`src/rtl/deser_align_rx_if.sv`:
```
// Serial lane / aligned-word bundle for deser_align_rx.
// master drives the serial side; slave is the receiver.
interface deser_align_rx_if #(
  parameter int unsigned WIDTH = 8
) ();
  logic             serial_in;
  logic             bit_en;
  logic             realign;
  logic [WIDTH-1:0] data_out;
  logic             data_valid;
  logic             is_com;
  logic             idle_det;
  logic             locked;
  logic [3:0]       com_cnt;

  modport master (
    output serial_in, bit_en, realign,
    input  data_out, data_valid, is_com, idle_det, locked, com_cnt
  );

  modport slave (
    input  serial_in, bit_en, realign,
    output data_out, data_valid, is_com, idle_det, locked, com_cnt
  );
endinterface

```
`src/rtl/deser_align_rx.sv`:
```
// Serial-to-parallel receiver that hunts for COM, aligns on it and flags IDLE/COM words.
// Define DESER_LSB_FIRST_EN to shift LSB-first instead of the default MSB-first.
module deser_align_rx #(
  parameter int unsigned      WIDTH    = 8,
  parameter logic [WIDTH-1:0] COM_SYM  = WIDTH'(8'hBC),
  parameter logic [WIDTH-1:0] IDLE_SYM = WIDTH'(8'h7C),
  parameter int unsigned      COM_LOCK = 4,
  parameter int unsigned      MISS_MAX = 3
) (
  input logic             clk_1,
  input logic             reset,
  deser_align_rx_if.slave rx
);
  localparam int unsigned     CntW    = $clog2(WIDTH);
  localparam logic [CntW-1:0] LastBit = CntW'(WIDTH - 1);
  localparam logic [3:0]      ComLock = 4'(COM_LOCK);
  localparam logic [3:0]      MissMax = 4'(MISS_MAX);

  typedef enum logic [1:0] {StHunt, StAlign, StLocked} state_e;

  state_e           state_q, state_d;
  logic [WIDTH-1:0] sr_q, sr_d, data_q, data_d, nsr;
  logic [CntW-1:0]  bit_cnt_q, bit_cnt_d;
  logic [3:0]       com_cnt_q, com_cnt_d, miss_cnt_q, miss_cnt_d;
  logic             valid_q, valid_d;
  logic             boundary, nsr_com, complete;

`ifdef DESER_LSB_FIRST_EN
  assign nsr = {rx.serial_in, sr_q[WIDTH-1:1]};
`else
  assign nsr = {sr_q[WIDTH-2:0], rx.serial_in};
`endif

  assign boundary = (bit_cnt_q == LastBit);
  assign nsr_com  = (nsr == COM_SYM);
  // HUNT frames on the comma itself; once aligned, words frame on the bit counter.
  assign complete = (state_q == StHunt) ? nsr_com : boundary;

  always_ff @(posedge clk_1) begin
    if (reset) begin
      state_q <= StHunt;
    end else begin
      state_q <= state_d;
    end
  end

  always_ff @(posedge clk_1) begin
    if (reset) begin
      sr_q       <= '0;
      data_q     <= '0;
      bit_cnt_q  <= '0;
      com_cnt_q  <= '0;
      miss_cnt_q <= '0;
      valid_q    <= 1'b0;
    end else begin
      sr_q       <= sr_d;
      data_q     <= data_d;
      bit_cnt_q  <= bit_cnt_d;
      com_cnt_q  <= com_cnt_d;
      miss_cnt_q <= miss_cnt_d;
      valid_q    <= valid_d;
    end
  end

  always_comb begin
    state_d    = state_q;
    sr_d       = sr_q;
    data_d     = data_q;
    bit_cnt_d  = bit_cnt_q;
    com_cnt_d  = com_cnt_q;
    miss_cnt_d = miss_cnt_q;
    valid_d    = 1'b0;
    if (rx.realign) begin
      // The bit presented alongside realign is dropped: sr_q holds.
      state_d    = StHunt;
      bit_cnt_d  = '0;
      com_cnt_d  = '0;
      miss_cnt_d = '0;
    end else if (rx.bit_en) begin
      sr_d = nsr;
      if (complete) begin
        data_d    = nsr;
        valid_d   = 1'b1;
        bit_cnt_d = '0;
      end else if (!boundary) begin
        bit_cnt_d = bit_cnt_q + 1'b1;
      end
      unique case (state_q)
        StHunt: begin
          if (nsr_com) begin
            com_cnt_d = 4'd1;
            state_d   = (ComLock == 4'd1) ? StLocked : StAlign;
          end
        end
        StAlign: begin
          if (complete) begin
            if (!nsr_com) begin
              com_cnt_d = '0;
              state_d   = StHunt;
            end else if (com_cnt_q + 4'd1 >= ComLock) begin
              com_cnt_d = ComLock;
              state_d   = StLocked;
            end else begin
              com_cnt_d = com_cnt_q + 4'd1;
            end
          end
        end
        StLocked: begin
          if (nsr_com) begin
            if (complete) begin
              miss_cnt_d = '0;
            end else if (miss_cnt_q + 4'd1 >= MissMax) begin
              state_d    = StHunt;
              com_cnt_d  = '0;
              miss_cnt_d = '0;
              bit_cnt_d  = '0;
            end else begin
              miss_cnt_d = miss_cnt_q + 4'd1;
            end
          end
        end
        default: state_d = StHunt;
      endcase
    end
  end

  always_comb begin
    rx.data_out   = data_q;
    rx.data_valid = valid_q;
    rx.locked     = (state_q == StLocked);
    rx.is_com     = valid_q & (data_q == COM_SYM);
    rx.idle_det   = valid_q & (state_q == StLocked) & (data_q == IDLE_SYM);
    rx.com_cnt    = com_cnt_q;
  end
endmodule

```
`src/flat_wrapper.sv`:
```
// flat-port wrapper written by rule: the top's interface ports become plain ports
module deser_align_rx_flat 
#(
  parameter int unsigned      WIDTH    = 8,
  parameter logic [WIDTH-1:0] COM_SYM  = WIDTH'(8'hBC),
  parameter logic [WIDTH-1:0] IDLE_SYM = WIDTH'(8'h7C),
  parameter int unsigned      COM_LOCK = 4,
  parameter int unsigned      MISS_MAX = 3
)
  (clk_1, reset, rx_serial_in, rx_bit_en, rx_realign, rx_data_out, rx_data_valid, rx_is_com, rx_idle_det, rx_locked, rx_com_cnt);
  deser_align_rx_if #(.WIDTH(WIDTH)) rx_i ();
  input logic clk_1;
  input logic reset;
  input wire logic [$bits(rx_i.serial_in)-1:0] rx_serial_in;
  input wire logic [$bits(rx_i.bit_en)-1:0] rx_bit_en;
  input wire logic [$bits(rx_i.realign)-1:0] rx_realign;
  output wire logic [$bits(rx_i.data_out)-1:0] rx_data_out;
  output wire logic [$bits(rx_i.data_valid)-1:0] rx_data_valid;
  output wire logic [$bits(rx_i.is_com)-1:0] rx_is_com;
  output wire logic [$bits(rx_i.idle_det)-1:0] rx_idle_det;
  output wire logic [$bits(rx_i.locked)-1:0] rx_locked;
  output wire logic [$bits(rx_i.com_cnt)-1:0] rx_com_cnt;
  assign rx_i.serial_in = rx_serial_in;
  assign rx_i.bit_en = rx_bit_en;
  assign rx_i.realign = rx_realign;
  assign rx_data_out = rx_i.data_out;
  assign rx_data_valid = rx_i.data_valid;
  assign rx_is_com = rx_i.is_com;
  assign rx_idle_det = rx_i.idle_det;
  assign rx_locked = rx_i.locked;
  assign rx_com_cnt = rx_i.com_cnt;
  deser_align_rx #(.WIDTH(WIDTH), .COM_SYM(COM_SYM), .IDLE_SYM(IDLE_SYM), .COM_LOCK(COM_LOCK), .MISS_MAX(MISS_MAX)) u_core (.clk_1(clk_1), .reset(reset), .rx(rx_i));
endmodule
```
`config.mk`:
```
export PLATFORM = sky130hd
export DESIGN_NAME = deser_align_rx_flat
export DESIGN_NICKNAME = d
export VERILOG_FILES = /design/src/rtl/deser_align_rx_if.sv /design/src/rtl/deser_align_rx.sv /design/src/flat_wrapper.sv
export SDC_FILE = /design/constraint.sdc
export NUM_CORES = 1
export LEC_CHECK = 0
export CORE_MARGIN = 8
export CORE_UTILIZATION = 60
export CTS_BUF_LIST = sky130_fd_sc_hd__clkbuf_8
export CTS_CLUSTER_SIZE = 10
export DETAILED_ROUTE_END_ITERATION = 7
export PLACE_DENSITY = 0.93
export SYNTH_ARGS = -nofsm -noshare
export SYNTH_HDL_FRONTEND = slang
export SYNTH_SLANG_ARGS = --single-unit
```
`constraint.sdc`:
```
create_clock -name clk_1 -period 2.9 [get_ports clk_1]
set_input_delay 0.725 -clock clk_1 [delete_from_list [all_inputs] [get_ports clk_1]]
set_output_delay 0.725 -clock clk_1 [all_outputs]
set_load 0.005 [all_outputs]
```
==> flow_metrics.tcl <==
set metrics [dict create \
    status "complete, no violations" \
    startpoint_type "flop" \
    worst_ep_arrival_time_ps 1980 \
    initial_utilization 0.640 \
    ys_seq_area_frac 0.402 \
    fin_crit_ps 2710 \
    finalSetupViolCount 0 \
    p_per_area_mw_per_mm2 430 \
    dr.pass1.iters 5 \
    tightest_slew_ps 644 \
    syn_area_mm2 0.00144 \
    grtUsageMet1 0.220 \
    hold_class "flop to flop" \
    wl_mm 3.89 \
    grt.busiest_layer "met2" \
    pin_count 21 \
    hold_viol 0 \
    slew_viol_final 0 \
    clockBufferDepth 2 \
    die-area_mm2 0.00423 \
    use_met2 0.322 \
    antenna_cells 0 \
    power_w 0.000763 \
    gr-total-overflow 0 \
    required_ps 2170 \
    fin_skew_ps 3.10 \
    core-area_mm2 0.00225 \
    final_nets 209 \
    track_usage 0.201 \
    cts_max_level 2 \
    met3_usage 0.0928 \
    hold_ws_ps 478 \
    dp_hpwl_mm 2.69 \
    syn2layout_area_growth_pct 23.0 \
    num_rows 17 \
    critPathKind "flop to output pin" \
    post-route-util 0.788 \
    setup_tns_ps 0 \
    drc 0 \
    avgRoutedWirePerCell_um 17.3 \
    clock-sinks 29 \
    drt-initial-drc-count 127 \
    p_leak_nw 0.636 \
    synthTopCellsByArea "dfxtp_1, nand2_1, ha_1, a21oi_1, mux2i_1" \
    critPathCaptureType "output pin" \
    ys_warn_count 0 \
    clk_pin_slew_ps 60 \
    synth.distinct_cells 41 \
    cpMaxStageDelayCell "or4b_4" \
    io_buffer_count 20 \
    clk_latency_ps 280 \
    die_h_um 65.1 \
    synth_top_area_frac 0.402 \
    crit_chain "nand4_1 -> or4b_4 -> nor3b_2 -> clkdlybuf4s50_1" \
    syn_inst 171 \
    grt_antenna_before_repair 0 \
    routabilityCongestion 0.920 \
    num_vias 1402 \
    cap_violations 0 \
    grt_max_degree 19 \
    first_global_vias 1381 \
    syn_avg_cell_area_um2 8.44 \
    slew_headroom 0.567 \
    ir_drop_uv 512 \
    fmax_mhz 369 \
    drt.antenna.violating_nets 0 \
    rsz0062_at_grt "no" \
    slowest_delay_ps 520 \
    yosysTopAreaCell "dfxtp_1" \
    drt-vias-per-instance 6.26 \
    ys_seq_elements 29 \
    grt_first_pass_wirelength_mm 6.67 \
    post-route-period-util 0.934 \
    die_x_um 65.1 \
    syn-num-nets 184 \
    cts_setup_buffers 0 \
    crit_fanout 3 \
    root_buffer "clkbuf_8" \
    cts_tree "done" \
    cts_buffers 5 \
    postCtsHoldBufs 0 \
    drive_gt1_frac 0.0969 \
]
[sequential cells by signal (all words and copies together) (netlist names)]
signal,count
u_core.state_q,2
u_core.rx.data_out,8
u_core.bit_cnt_q,3
u_core.rx.data_valid,1
u_core.rx.com_cnt,4
u_core.miss_cnt_q,4
u_core.sr_q,7
[final timing paths]
kind                         startpoint                   end  slack, ps  depth (start not counted)
setup / recovery  u_core.rx.data_out[3]             rx_is_com        190                          4
setup reg to reg      u_core.state_q[0]     u_core.state_q[1]        750                          7
hold / removal     u_core.rx.com_cnt[3]  u_core.rx.com_cnt[3]        480                          2
hold reg to reg    u_core.rx.com_cnt[3]  u_core.rx.com_cnt[3]        480                          2
[final cells by class]
cell class / instances / area, µm²
multi-input cells: 132 / 835
well taps: 28 / 35.0
flip-flops and latches: 29 / 581
inverters: 6 / 22.5
clock buffers: 6 / 82.6
clock inverters: 1 / 3.75
fillers: 153 / 478
repair buffers: 22 / 218
[logic make-up after synthesis]
| kind of cell | after synthesis | synth area share |
|---|---|---|
| adder cells (fa/ha/maj) | 8 | 0.0693 |
| AND/OR/NAND/NOR | 77 | 0.288 |
| multiplexers | 6 | 0.0416 |
| buffers and inverters | 10 | 0.0260 |
| flip-flops | 29 | 0.402 |
| AO/OA/AOI/OAI | 41 | 0.173 |
[repair_timing]
item,4_1_cts,5_1_grt
hold endpoints to repair,0,0
gates resized for setup,0,3
endpoints found under the setup margin,0,2
[cells in the mapped netlist]
cell type	count
a21bo_2	1
a21boi_0	1
a21o_1	1
a21oi_1	19
a22oi_1	1
a311oi_1	1
a31o_2	1
a31oi_1	3
a31oi_2	1
and2_1	1
and3_1	3
and3b_1	2
and4b_1	1
and4bb_2	1
clkbuf_1	4
dfxtp_1	29
ha_1	8
inv_1	6
mux2i_1	6
nand2_1	27
nand2b_1	1
nand3_1	3
nand3b_1	2
nand4_1	4
nand4b_1	1
nand4bb_1	1
nor2_1	10
nor2_2	1
nor2b_1	2
nor3_1	6
nor3b_1	2
o21ai_0	7
o22a_1	1
o22ai_1	1
o31ai_1	2
o41ai_1	1
or2_2	3
or3_1	3
or3_4	1
or4_1	1
or4b_2	1
[report_power, final]
part	internal [W]	switching [W]	total, W
Sequential	0.000400	0.00000178	0.000402
Clock	0.000184	0.000146	0.000330
Combinational	0.0000123	0.0000190	0.0000314
[cell usage in the layout (no fill, tap or decap), types with 3 or more instances in the layout]
cell type / n
nand4_1: 4
ha_1: 8
mux2i_1: 6
clkbuf_8: 6
o21ai_0: 7
or3_1: 3
nand2_1: 27
nand3_1: 3
inv_1: 7
nor3_1: 6
and3_1: 3
a31oi_1: 3
clkdlybuf4s50_1: 19
or2_2: 3
nor2_1: 10
a21oi_1: 19
dfxtp_1: 29
[per-stage QoR]
stage / cell area, µm² / setup WS [ps] / instances
2_1_floorplan: 1440 / 871 / 171
5_1_grt: 1780 / 132 / 224
4_1_cts: 1770 / 7.29 / 224
6_report: 1780 / 190 / 224
3_5_place_dp: 1680 / 263 / 217
3_3_place_gp: 1680 / 311 / 217
[critical path, delay by kind of cell (launching register included)]
family / cells / cell delay [ps]
flip-flops: 1 / 360
buffers and inverters: 1 / 520
AND/OR/NAND/NOR: 3 / 830
[per-layer routing]
metal | part of all wire | vias up
li1 | - | 664
met3 | 0.079 | 17
met2 | 0.49 | 70
met5 | 0 | -
met4 | 0.030 | 0
met1 | 0.40 | 651
No activity file was read; power rests on OpenSTA's default activity.
